### src/rtl/nn_drv_pkg.sv
// Shared definitions for the XOR-network driver.
// Contents: FSM state enum, IEEE-754 single-precision constants, the fixed
// weight set, the {A,B} vector table and the expected XOR truth table.
package nn_drv_pkg;

  typedef enum logic [1:0] {
    IDLE   = 2'd0,
    SETTLE = 2'd1,
    DONE   = 2'd2
  } drv_state_e;

  localparam logic [31:0] FP_ZERO = 32'h0000_0000;
  localparam logic [31:0] FP_ONE  = 32'h3F80_0000;
  localparam logic [31:0] FP_HALF = 32'h3F00_0000;

  localparam logic [31:0] FP_POS4 = 32'h4080_0000;
  localparam logic [31:0] FP_NEG4 = 32'hC080_0000;
  localparam logic [31:0] FP_NEG2 = 32'hC000_0000;
  localparam logic [31:0] FP_POS6 = 32'h40C0_0000;
  localparam logic [31:0] FP_NEG6 = 32'hC0C0_0000;

  // {w11,w12,w21,w22,b1,b2,w31,w32,b3}, w11 in the MSBs
  localparam logic [9*32-1:0] NN_WEIGHTS = {
    FP_POS4, FP_POS4, FP_NEG4, FP_NEG4, FP_NEG2,
    FP_POS6, FP_POS4, FP_POS4, FP_NEG6
  };

  // Bit i is the XOR result expected for vector i
  localparam logic [3:0] EXPECTED = 4'b0110;

  // Vector table: idx0 {0,0}, idx1 {0,1}, idx2 {1,0}, idx3 {1,1}.
  // A follows idx[1], B follows idx[0].
  function automatic logic [31:0] vec_val(input logic [1:0] idx, input logic sel_b);
    logic bit_set;
    bit_set = sel_b ? idx[0] : idx[1];
    return bit_set ? FP_ONE : FP_ZERO;
  endfunction

endpackage

### src/rtl/nn_fp_threshold.sv
// Combinational strict greater-than of a float against a positive constant.
// Negative inputs and NaNs always give 0; +Inf gives 1.
// Ports:
//   val_i    in   DATA_WIDTH  float to test
//   above_o  out  1           val_i > THRESH
module nn_fp_threshold
  import nn_drv_pkg::*;
#(
  parameter int EXP_WIDTH  = 8,
  parameter int MANT_WIDTH = 24,
  parameter logic [EXP_WIDTH+MANT_WIDTH-1:0] THRESH = (EXP_WIDTH+MANT_WIDTH)'(FP_HALF)
) (
  input  logic [EXP_WIDTH+MANT_WIDTH-1:0] val_i,
  output logic                            above_o
);

  localparam int DW = EXP_WIDTH + MANT_WIDTH;

  logic                  sign;
  logic [EXP_WIDTH-1:0]  exp_f;
  logic [MANT_WIDTH-2:0] frac;
  logic                  is_nan;

  assign sign   = val_i[DW-1];
  assign exp_f  = val_i[DW-2 -: EXP_WIDTH];
  assign frac   = val_i[MANT_WIDTH-2:0];
  assign is_nan = (&exp_f) & (|frac);

  // For non-negative floats the magnitude bits order the same as integers,
  // so a plain unsigned compare works once sign and NaN are excluded.
  assign above_o = ~sign & ~is_nan & (val_i[DW-2:0] > THRESH[DW-2:0]);

endmodule

### src/rtl/nn_xor_driver.sv
// Self-check initiator for the XOR network: applies the four {A,B} vectors,
// waits SETTLE_CYCLES per vector, thresholds the result at 0.5 and compares
// against XOR. A start request launches a run; done pulses at the end.
// Optional macro: NN_DRV_EXC_CHECK_EN -- accumulate sampled NN exceptions
// and fail the run on any bit selected by EXC_MASK.
// Ports:
//   clk, rst (async active-high), start
//   nn_result, nn_exceptions          from the NN
//   nn_a, nn_b, nn_weights, nn_round_mode  to the NN
//   busy, res_valid, res_idx, res_data, res_bit, pass_mask, pass, done, exc_accum
//
// state  | meaning
// IDLE   | waiting for start
// SETTLE | vector applied, counting down; sample on the cnt==0 edge
// DONE   | one-cycle end-of-run, done=1, pass valid
module nn_xor_driver
  import nn_drv_pkg::*;
#(
  parameter int         EXP_WIDTH     = 8,
  parameter int         MANT_WIDTH    = 24,
  parameter int         SETTLE_CYCLES = 64,
  parameter logic [4:0] EXC_MASK      = 5'b11111
) (
  input  logic                                  clk,
  input  logic                                  rst,
  input  logic                                  start,
  input  logic [EXP_WIDTH+MANT_WIDTH-1:0]       nn_result,
  input  logic [4:0]                            nn_exceptions,
  output logic [EXP_WIDTH+MANT_WIDTH-1:0]       nn_a,
  output logic [EXP_WIDTH+MANT_WIDTH-1:0]       nn_b,
  output logic [9*(EXP_WIDTH+MANT_WIDTH)-1:0]   nn_weights,
  output logic [2:0]                            nn_round_mode,
  output logic                                  busy,
  output logic                                  res_valid,
  output logic [1:0]                            res_idx,
  output logic [EXP_WIDTH+MANT_WIDTH-1:0]       res_data,
  output logic                                  res_bit,
  output logic [3:0]                            pass_mask,
  output logic                                  pass,
  output logic                                  done,
  output logic [4:0]                            exc_accum
);

  localparam int DATA_WIDTH = EXP_WIDTH + MANT_WIDTH;
  localparam int CNT_W      = (SETTLE_CYCLES > 1) ? $clog2(SETTLE_CYCLES) : 1;
  localparam logic [CNT_W-1:0] CNT_RELOAD = CNT_W'(SETTLE_CYCLES - 1);

  drv_state_e            state_q, state_d;
  logic [1:0]            idx_q, idx_d;
  logic [CNT_W-1:0]      cnt_q, cnt_d;
  logic [DATA_WIDTH-1:0] a_q, a_d, b_q, b_d;
  logic                  busy_q, busy_d;
  logic                  res_valid_q, res_valid_d;
  logic [1:0]            res_idx_q, res_idx_d;
  logic [DATA_WIDTH-1:0] res_data_q, res_data_d;
  logic                  res_bit_q, res_bit_d;
  logic [3:0]            pass_mask_q, pass_mask_d;
  logic                  pass_q, pass_d;
  logic                  done_q, done_d;
  logic [4:0]            exc_q, exc_d;

  logic                  above;
  logic [4:0]            exc_sample;

  nn_fp_threshold #(
    .EXP_WIDTH (EXP_WIDTH),
    .MANT_WIDTH(MANT_WIDTH),
    .THRESH    (DATA_WIDTH'(FP_HALF))
  ) u_thresh (
    .val_i  (nn_result),
    .above_o(above)
  );

`ifdef NN_DRV_EXC_CHECK_EN
  assign exc_sample = nn_exceptions;
`else
  // Exceptions do not take part in the verdict; exc_accum stays 0.
  logic unused_exc;
  assign unused_exc = ^nn_exceptions;
  assign exc_sample = 5'b0;
`endif

  always_comb begin
    state_d     = state_q;
    idx_d       = idx_q;
    cnt_d       = cnt_q;
    a_d         = a_q;
    b_d         = b_q;
    busy_d      = busy_q;
    res_valid_d = 1'b0;
    res_idx_d   = res_idx_q;
    res_data_d  = res_data_q;
    res_bit_d   = res_bit_q;
    pass_mask_d = pass_mask_q;
    pass_d      = pass_q;
    done_d      = 1'b0;
    exc_d       = exc_q;

    case (state_q)
      IDLE: begin
        if (start) begin
          state_d     = SETTLE;
          idx_d       = 2'd0;
          a_d         = DATA_WIDTH'(vec_val(2'd0, 1'b0));
          b_d         = DATA_WIDTH'(vec_val(2'd0, 1'b1));
          cnt_d       = CNT_RELOAD;
          pass_mask_d = 4'b0;
          exc_d       = 5'b0;
          pass_d      = 1'b0;
          busy_d      = 1'b1;
        end
      end
      SETTLE: begin
        if (cnt_q == '0) begin
          res_valid_d        = 1'b1;
          res_idx_d          = idx_q;
          res_data_d         = nn_result;
          res_bit_d          = above;
          pass_mask_d[idx_q] = (above == EXPECTED[idx_q]);
          exc_d              = exc_q | exc_sample;
          if (idx_q != 2'd3) begin
            // Next vector goes out on the same edge as the sample
            idx_d = idx_q + 2'd1;
            a_d   = DATA_WIDTH'(vec_val(idx_d, 1'b0));
            b_d   = DATA_WIDTH'(vec_val(idx_d, 1'b1));
            cnt_d = CNT_RELOAD;
          end else begin
            state_d = DONE;
            busy_d  = 1'b0;
            done_d  = 1'b1;
            pass_d  = (&pass_mask_d) & ~|(exc_d & EXC_MASK);
          end
        end else begin
          cnt_d = cnt_q - CNT_W'(1);
        end
      end
      DONE: begin
        state_d = IDLE;
      end
      default: begin
        state_d = IDLE;
      end
    endcase
  end

  always_ff @(posedge clk or posedge rst) begin
    if (rst) begin
      state_q     <= IDLE;
      idx_q       <= 2'd0;
      cnt_q       <= '0;
      a_q         <= '0;
      b_q         <= '0;
      busy_q      <= 1'b0;
      res_valid_q <= 1'b0;
      res_idx_q   <= 2'd0;
      res_data_q  <= '0;
      res_bit_q   <= 1'b0;
      pass_mask_q <= 4'b0;
      pass_q      <= 1'b0;
      done_q      <= 1'b0;
      exc_q       <= 5'b0;
    end else begin
      state_q     <= state_d;
      idx_q       <= idx_d;
      cnt_q       <= cnt_d;
      a_q         <= a_d;
      b_q         <= b_d;
      busy_q      <= busy_d;
      res_valid_q <= res_valid_d;
      res_idx_q   <= res_idx_d;
      res_data_q  <= res_data_d;
      res_bit_q   <= res_bit_d;
      pass_mask_q <= pass_mask_d;
      pass_q      <= pass_d;
      done_q      <= done_d;
      exc_q       <= exc_d;
    end
  end

  assign nn_a          = a_q;
  assign nn_b          = b_q;
  assign nn_weights    = (9*DATA_WIDTH)'(NN_WEIGHTS);
  assign nn_round_mode = 3'b000;
  assign busy          = busy_q;
  assign res_valid     = res_valid_q;
  assign res_idx       = res_idx_q;
  assign res_data      = res_data_q;
  assign res_bit       = res_bit_q;
  assign pass_mask     = pass_mask_q;
  assign pass          = pass_q;
  assign done          = done_q;
  assign exc_accum     = exc_q;

endmodule

### config.mk
export PLATFORM = sky130hd
export DESIGN_NAME = nn_xor_driver
export DESIGN_NICKNAME = d
export VERILOG_FILES = /design/src/rtl/nn_drv_pkg.sv /design/src/rtl/nn_fp_threshold.sv /design/src/rtl/nn_xor_driver.sv
export SDC_FILE = /design/constraint.sdc
export NUM_CORES = 1
export LEC_CHECK = 0
export ABC_AREA = 1
export ABC_CLOCK_PERIOD_IN_PS = 2300
export BUFFER_PORTS_ARGS = -buffer_cell sky130_fd_sc_hd__buf_2
export CORE_AREA = 2 2 174 176
export DETAILED_ROUTE_END_ITERATION = 16
export DIE_AREA = 0 0 176 178
export GPL_TIMING_DRIVEN = 0
export PLACE_DENSITY = 0.43
export SYNTH_ARGS = -nofsm -noshare
export SYNTH_HDL_FRONTEND = slang
export SYNTH_SLANG_ARGS = --single-unit
### constraint.sdc
create_clock -name clk -period 2.3 [get_ports clk]
set_input_delay 0.115 -clock clk [delete_from_list [all_inputs] [get_ports clk]]
set_output_delay 0.115 -clock clk [all_outputs]
set_load 0.01 [all_outputs]
==> flow_summary.toml, run 1 <==
[sta]
tns_ns = 0
worst_slack_ns = 0.421
clock-skew-final_ns = 0.00351
period_share_pct = 81.7
hold_violations = 0
clock.fmax_mhz = 532
finalCriticalPeriod_ns = 1.88
rsz0062_at_grt = "no"
worst_slew_pin_slew_ns = 0.662
slew-limit-headroom_pct = 55.9
setup_viol = 0
maxSlewViolCount = 0

[cts]
cts_root_buf = "clkbuf_16"
clockBufferDepth = 2
holdBufCountCts = 1
cts_tree = "done"
htreeDepth = 2
worstSkewPairLatency_ns = 0.30
clock_sinks = 53
post_cts_buffers = 0
cts_made_buffers = 5
cts.clk_slew.worst_paths_ns = 0.08
cts_resized = 0

[routing]
num_vias = 4032
wl_per_cell_um = 9.31
drtPass1Iterations = 4
drcViolationCount = 0
avgViaCountPerCell = 2.71
drt_iter0_drc = 101
wirelength_mm = 13.9
drtAntennaViolNets = 0

[place]
place_ws_ns = 0.313
finalWeightedCongestion = 0.681
hpwl_mm = 12.2
numPortBuffers = 91

[grt]
grtUsageTotal_pct = 8.23
grt_antenna_before_repair = 1
grt_pass1_wl_mm = 19.8
grt_max_degree = 31
grt_pass1_vias = 3499
overflow = 0

[yosys]
synth.ff_latch_count = 53
syn_inst = 654
synth_edf_count = 0
ys.warnings.count = 0
ys_async_sr_fraction_pct = 100
synthTopCellsByCount = "buf_4 (358), nand2_1 (130), dfrtp_1 (53)"
syn_area_per_cell_sq_um = 7.79
yosys_most_used_dff = "dfrtp_1"
synth_area_leaders = "buf_4 (53%), dfrtp_1 (26%), nand2_1 (9.6%)"
synth_largest_area_cell = "buf_4"
yosysMostFrequentCell = "buf_4"
yosysUniqueCellTypes = 27
synth_top_area_share_pct = 52.8
synth_area_sq_mm = 0.00509
ys_seq_area_share_pct = 26.0

[final_layout]
drive_gt1_share_pct = 43.5
syn_to_final_growth_pct = 47.9
nNetsFinal = 1144
num-fill-cells = 3258
antennaDiodeCount = 0

[power_and_ir_drop]
leakagePower_nw = 4.80
ir_worst_vdd_mv = 0.387
power.density_mw_per_mm2 = 371
p_int_mw = 1.95
switching_share_pct = 30.3
pwr-share-seq_pct = 34.9
netSwitchingPower_uw = 848
combPwrFrac_pct = 31.7
clkPwrFrac_pct = 33.4

[critical_path]
crit_path_end_kind = "register"
cp.arrival_ns = 2.08
critical_path.max_fanout = 10
crit_chain = "inv_1 -> ha_1 -> nand3_2 -> nor2_4 -> inv_2 -> clkbuf_1 -> nand2_1 -> nand2_1"
cp-start-kind = "register"
cp_slowest_cell = "dfrtp_1"
path_class = "register to register"
crit_required_ns = 2.50
crit_top_cell = "nand2_1"
max_stage_delay_ns = 0.36

[die]
die_w_um = 176
rows = 63
start_util_pct = 17.3
core_sq_mm = 0.0294
die_area_sq_mm = 0.0313
io_pins = 443
fp.dieH_um = 178

[run]
maxCapViolations = 0

[hold_path]
min_path_type = "input pin to register"

[run_status]
status = "finished, final reports clean"
## kinds of logic (layout without fill, tap and decap cells)
group           count (synthesis)  after routing  share of synthesized area [%]
other cells                     2            346                          0.147
compound gates                 23             23                           2.58
buf+inv                       385            486                           54.8
fa+ha+maj                       6              6                           1.47
simple gates                  185            185                           14.9
flops                          53             53                           26.0
## power by group through the flow
stage	clock network, mW	registers, mW	logic [mW]
2_1_floorplan	0	1.01	0.733
3_3_place_gp	0	0.996	0.848
3_5_place_dp	0	0.996	0.854
4_1_cts	0.993	0.979	0.855
5_1_grt	1.02	0.983	0.979
6_report	0.933	0.977	0.887
## path summary, 6_finish.rpt
| path | slack (ns) | to | cells past startpoint | start |
|---|---|---|---|---|
| max | 0.42 | res_data[12] | 8 | cnt_q[0] |
| min | 0.03 | res_data[8] | 3 | nn_result[8] |
| max reg2reg | 0.42 | res_data[12] | 8 | cnt_q[0] |
| min reg2reg | 0.47 | res_data[7] | 2 | res_data[7] |
| max in group asynchronous | 1.31 | res_idx[0] | 4 | rst |
| min in group asynchronous | 0.41 | res_data[4] | 3 | rst |
## registers in the layout (all words and copies together) (netlist names), 2 cells and up
name and count:
res_data 32, cnt_q 6, pass_mask 4, res_idx 2, state_q 2
## metal layers
metal  global-route usage [%]  vias up  share of wire (%)
met1                     8.75     1629                 35
met5                        0        -              0.079
met4                     1.76        2               0.74
met3                     2.49       10                9.4
met2                     15.9      219                 55
li1                         -     2172                  -
## area by class of cell
cell class                      instances  area, sq um  area share, %
Tap cell                              390          488           6.48
Inverter                               20         75.1          0.996
Clock inverter                          2         37.5          0.498
Multi-Input combinational cell        560         2270           30.1
Clock buffer                            6          139           1.84
Timing Repair Buffer                   93          485           6.44
Buffer                                365         2720           36.1
Sequential cell                        53         1330           17.6
## through the flow
| step | instance area, sq um | cells | hold slack (ns) | utilization (%) | power [mW] |
|---|---|---|---|---|---|
| after CTS | 7540 | 1489 | 0.00606 | 25.6 | 2.83 |
| after global routing | 7540 | 1489 | 0.0218 | 25.6 | 2.98 |
| final | 7540 | 1489 | 0.0250 | 25.6 | 2.80 |
| after floorplan | 6390 | 998 | 0.232 | - | 1.74 |
| after detailed placement | 7350 | 1480 | 0.216 | 25.0 | 1.85 |
| after global placement | 7330 | 1479 | 0.337 | 24.9 | 1.84 |
## critical path: cells and delay by family (launching register included)
kind	cells	cell delay, ns
buf+inv	3	0.61
fa+ha+maj	1	0.19
flops	1	0.36
simple gates	4	0.60
## layout by cell type (no fill, tap or decap)
cell type and instances:
buf_12 1, nand3_1 9, o21ai_1 7, nor2_1 29, o211ai_1 1, conb_1 346
nand4_1 4, buf_2 95, dlygate4sd3_1 1, nor2_2 4, o22ai_1 1, a31oi_1 1
inv_2 3, a21oi_2 1, nand3_2 1, clkinvlp_4 1, o21ai_2 2, inv_1 17
nor3_1 1, clkbuf_8 1, nand2_1 130, bufinv_16 1, nor2_4 1, buf_4 358
clkbuf_1 3, nand2_4 1, dfrtp_1 53, or2_2 1, or2_1 2, clkbuf_16 5
nand2_2 2, ha_1 6, o21ai_0 10
(Power assumes the default switching activity.)
==> run 2, diff against run 1 <==
Settings changed: ABC_AREA 1 to 0, ABC_CLOCK_PERIOD_IN_PS 2300 to 1600, CORE_AREA 2 2 174 176 to 2 2 170 172, DIE_AREA 0 0 176 178 to 0 0 172 174, PLACE_DENSITY 0.43 to 0.46.
Clock period 2.3 ns to 1.6 ns, I/O delays scaled along.
==> run 2 against run 1 <==
  * The run now ends with negative setup slack left
  * Total power grew to 2.8 times the previous value
  * Global-route usage is 0.58 points higher
  * Clock skew is 0.0047 ns higher
  * Largest cell class unchanged
  * Critical endpoint is now pass_mask[1]
  * Largest power group is now combinational logic
  * Synthesized area is 1.8% higher
  * Routed wire length is 2.2% higher
  * Hold slack worse by 0.018 ns
  * Count of clock-buffer cells in the layout is 1 lower
  * First-iteration DRC count is 22% lower
  * Critical path type unchanged
  * Critical path depth stayed put
  * Worst setup slack worse by 0.47 ns
  * Non-clock buffer count is 53 higher
  * Register-to-register slack worse by 0.47 ns
==> flow_summary.toml, run 2 <==
[routing]
num_vias = 4264
avgViaCountPerCell = 2.82
drtPass1Iterations = 4
wl_per_cell_um = 9.37
drt_iter0_drc = 79
wirelength_mm = 14.2
drcViolationCount = 0
drtAntennaViolNets = 0

[run]
maxCapViolations = 0

[grt]
grtUsageTotal_pct = 8.81
grt_antenna_before_repair = 0
grt_max_degree = 34
grt_pass1_wl_mm = 20.2
overflow = 0
grt_pass1_vias = 3701

[hold_path]
hold_end = "res_data[21]"
min-delay-start = "nn_result[21]"
hold_depth = 3
min_path_type = "input pin to register"

[power_and_ir_drop]
leakagePower_nw = 5.05
power.total_mw = 7.85
ir_worst_vdd_mv = 0.339
power.density_mw_per_mm2 = 932

[sta]
worst_slew_pin_slew_ns = 0.521
hold_violations = 0
clock.fmax_mhz = 608
period_share_pct = 103
rsz0062_at_grt = "yes"
finalCriticalPeriod_ns = 1.64
tns_ns = -0.142
clock-skew-final_ns = 0.00817
slew-limit-headroom_pct = 65.2
hold_slack_ns = 0.00715
maxSlewViolCount = 0
setup_viol = 4
worst_slack_ns = -0.0447

[place]
finalWeightedCongestion = 0.687
numPortBuffers = 91
place_inst = 1454
place_area_sq_mm = 0.00750
place_ws_ns = -0.778
hpwl_mm = 11.7

[die]
rows = 62
fp.dieH_um = 174
start_util_pct = 18.4
die_w_um = 172
die_area_sq_mm = 0.0299
core_sq_mm = 0.0282
io_pins = 443

[cts]
cts_tree = "done"
cts.clk_slew.worst_paths_ns = 0.08
worstSkewPairLatency_ns = 0.31
cts_root_buf = "clkbuf_16"
cts_made_buffers = 5
clockBufferDepth = 2
clock_sinks = 53
htreeDepth = 2

[critical_path]
r2r_end = "pass_mask[1]"
path_class = "register to register"
crit_path_end_kind = "register"
cp.arrival_ns = 1.82
rr_worst_depth = 8
cp-start-kind = "register"
ff2ff_setup_slack_ns = -0.04
critical_path.max_fanout = 6
r2r-start = "cnt_q[1]"
crit_required_ns = 1.78

[final_layout]
syn_to_final_growth_pct = 62.5
utilization_pct = 29.8
antennaDiodeCount = 0
final_common_cell = "buf_4"
nNetsFinal = 1173
final_cell_mix = "buf_4 (379), conb_1 (346), nand2_1 (110)"
stdcell_area_sq_mm = 0.00842
stdcell_count = 1512
drive_gt1_share_pct = 48.3
num-fill-cells = 3112
largest_reg_flops = 32

[yosys]
synthTopCellsByCount = "buf_4 (358), nand2_1 (113), dfrtp_1 (53)"
yosysMostFrequentCell = "buf_4"
synth_area_leaders = "buf_4 (52%), dfrtp_1 (26%), nand2_1 (8.2%)"
ys.warnings.count = 0
syn_inst = 634
ys_async_sr_fraction_pct = 100
yosys_most_used_dff = "dfrtp_1"
synth_area_sq_mm = 0.00518
synth_largest_area_cell = "buf_4"
synth_edf_count = 0
ys_seq_area_share_pct = 25.6
synth.ff_latch_count = 53
syn_area_per_cell_sq_um = 8.18
yosysUniqueCellTypes = 41
synth_top_area_share_pct = 51.8

[run_status]
status = "finished, violations left"
violations = "negative setup slack"
run 2: cell count changes after synthesis, moves of 5 or more:
cell / delta
clkbuf_1: +5
nor2_1: -20
o21ai_1: -6
nand2_1: -17
inv_1: -11
and2_1: +5
run 2: report_power, final:
part	leakage, nW	total (mW)	internal, mW	switching, mW
registers	0.607	2.29	1.89	0.399
clock network	0.0944	1.47	0.904	0.563
logic	4.35	4.09	2.02	2.07
total	5.05	7.85	4.82	3.04
run 2: routing by layer:
metal / vias to the layer above / wire, um / global-route usage [%] / share of wire (%)
li1: 2270 / - / - / -
met1: 1753 / 4990 / 9.21 / 35
met2: 234 / 7660 / 17.0 / 54
met3: 7 / 1390 / 2.55 / 9.8
met4: 0 / 135 / 2.14 / 0.95
met5: - / 0 / 0 / 0
run 2: area by class of cell:
cell class                      count  area [sq um]  area share [%]
Buffer                            368          2820            33.5
Inverter                            7          33.8           0.401
Sequential cell                    53          1330            15.8
Multi-Input combinational cell    549          2610            31.0
Clock inverter                      3          68.8           0.817
Timing Repair Buffer              143           953            11.3
Clock buffer                        5           125            1.49
Tap cell                          384           480            5.70
run 2: how the worst max path moves through the flow:
stage | cells past startpoint | slack [ns] | from | end
floorplan | 7 | -0.02 | cnt_q[0] | cnt_q[3]
global placement | 2 | -1.13 | rst | nn_a[28]
detailed placement | 6 | -0.78 | nn_result[11] | pass_mask[2]
CTS | 8 | -0.02 | cnt_q[0] | cnt_q[3]
global route | 8 | -0.14 | cnt_q[1] | pass_mask[1]
finish | 8 | -0.04 | cnt_q[1] | pass_mask[1]
run 2: critical path, stage by stage (launching register included):
cell and delay [ns]:
dfrtp_1 0.40, inv_2 0.09, ha_4 0.13, nor2b_4 0.20, nand3_4 0.14, buf_8 0.19, and2_4 0.16, o21ai_2 0.13
o211ai_2 0.08
run 2: timing repair:
action | 4_1_cts | 5_1_grt
pin swaps | 12 | 6
setup endpoints to repair | 48 | 47
hold buffers | 25 | 0
gates resized for setup | 43 | 40
buffers inserted | 16 | 8
cloned | 1 | 1
endpoints found under the hold margin | 44 | 0
run 2: kinds of logic (layout without fill, tap and decap cells):
logic type               count (synthesis)  count (layout)  synth area share (%)
AO/OA/AOI/OAI                           35              35                  5.26
XOR/XNOR                                 3               3                 0.507
adder cells (fa/ha/maj)                  6               6                  1.45
buffers and inverters                  376             526                  53.2
flip-flops                              53              53                  25.6
multiplexers                             1               1                 0.193
other                                    2             346                 0.145
AND/OR/NAND/NOR                        158             158                  13.7
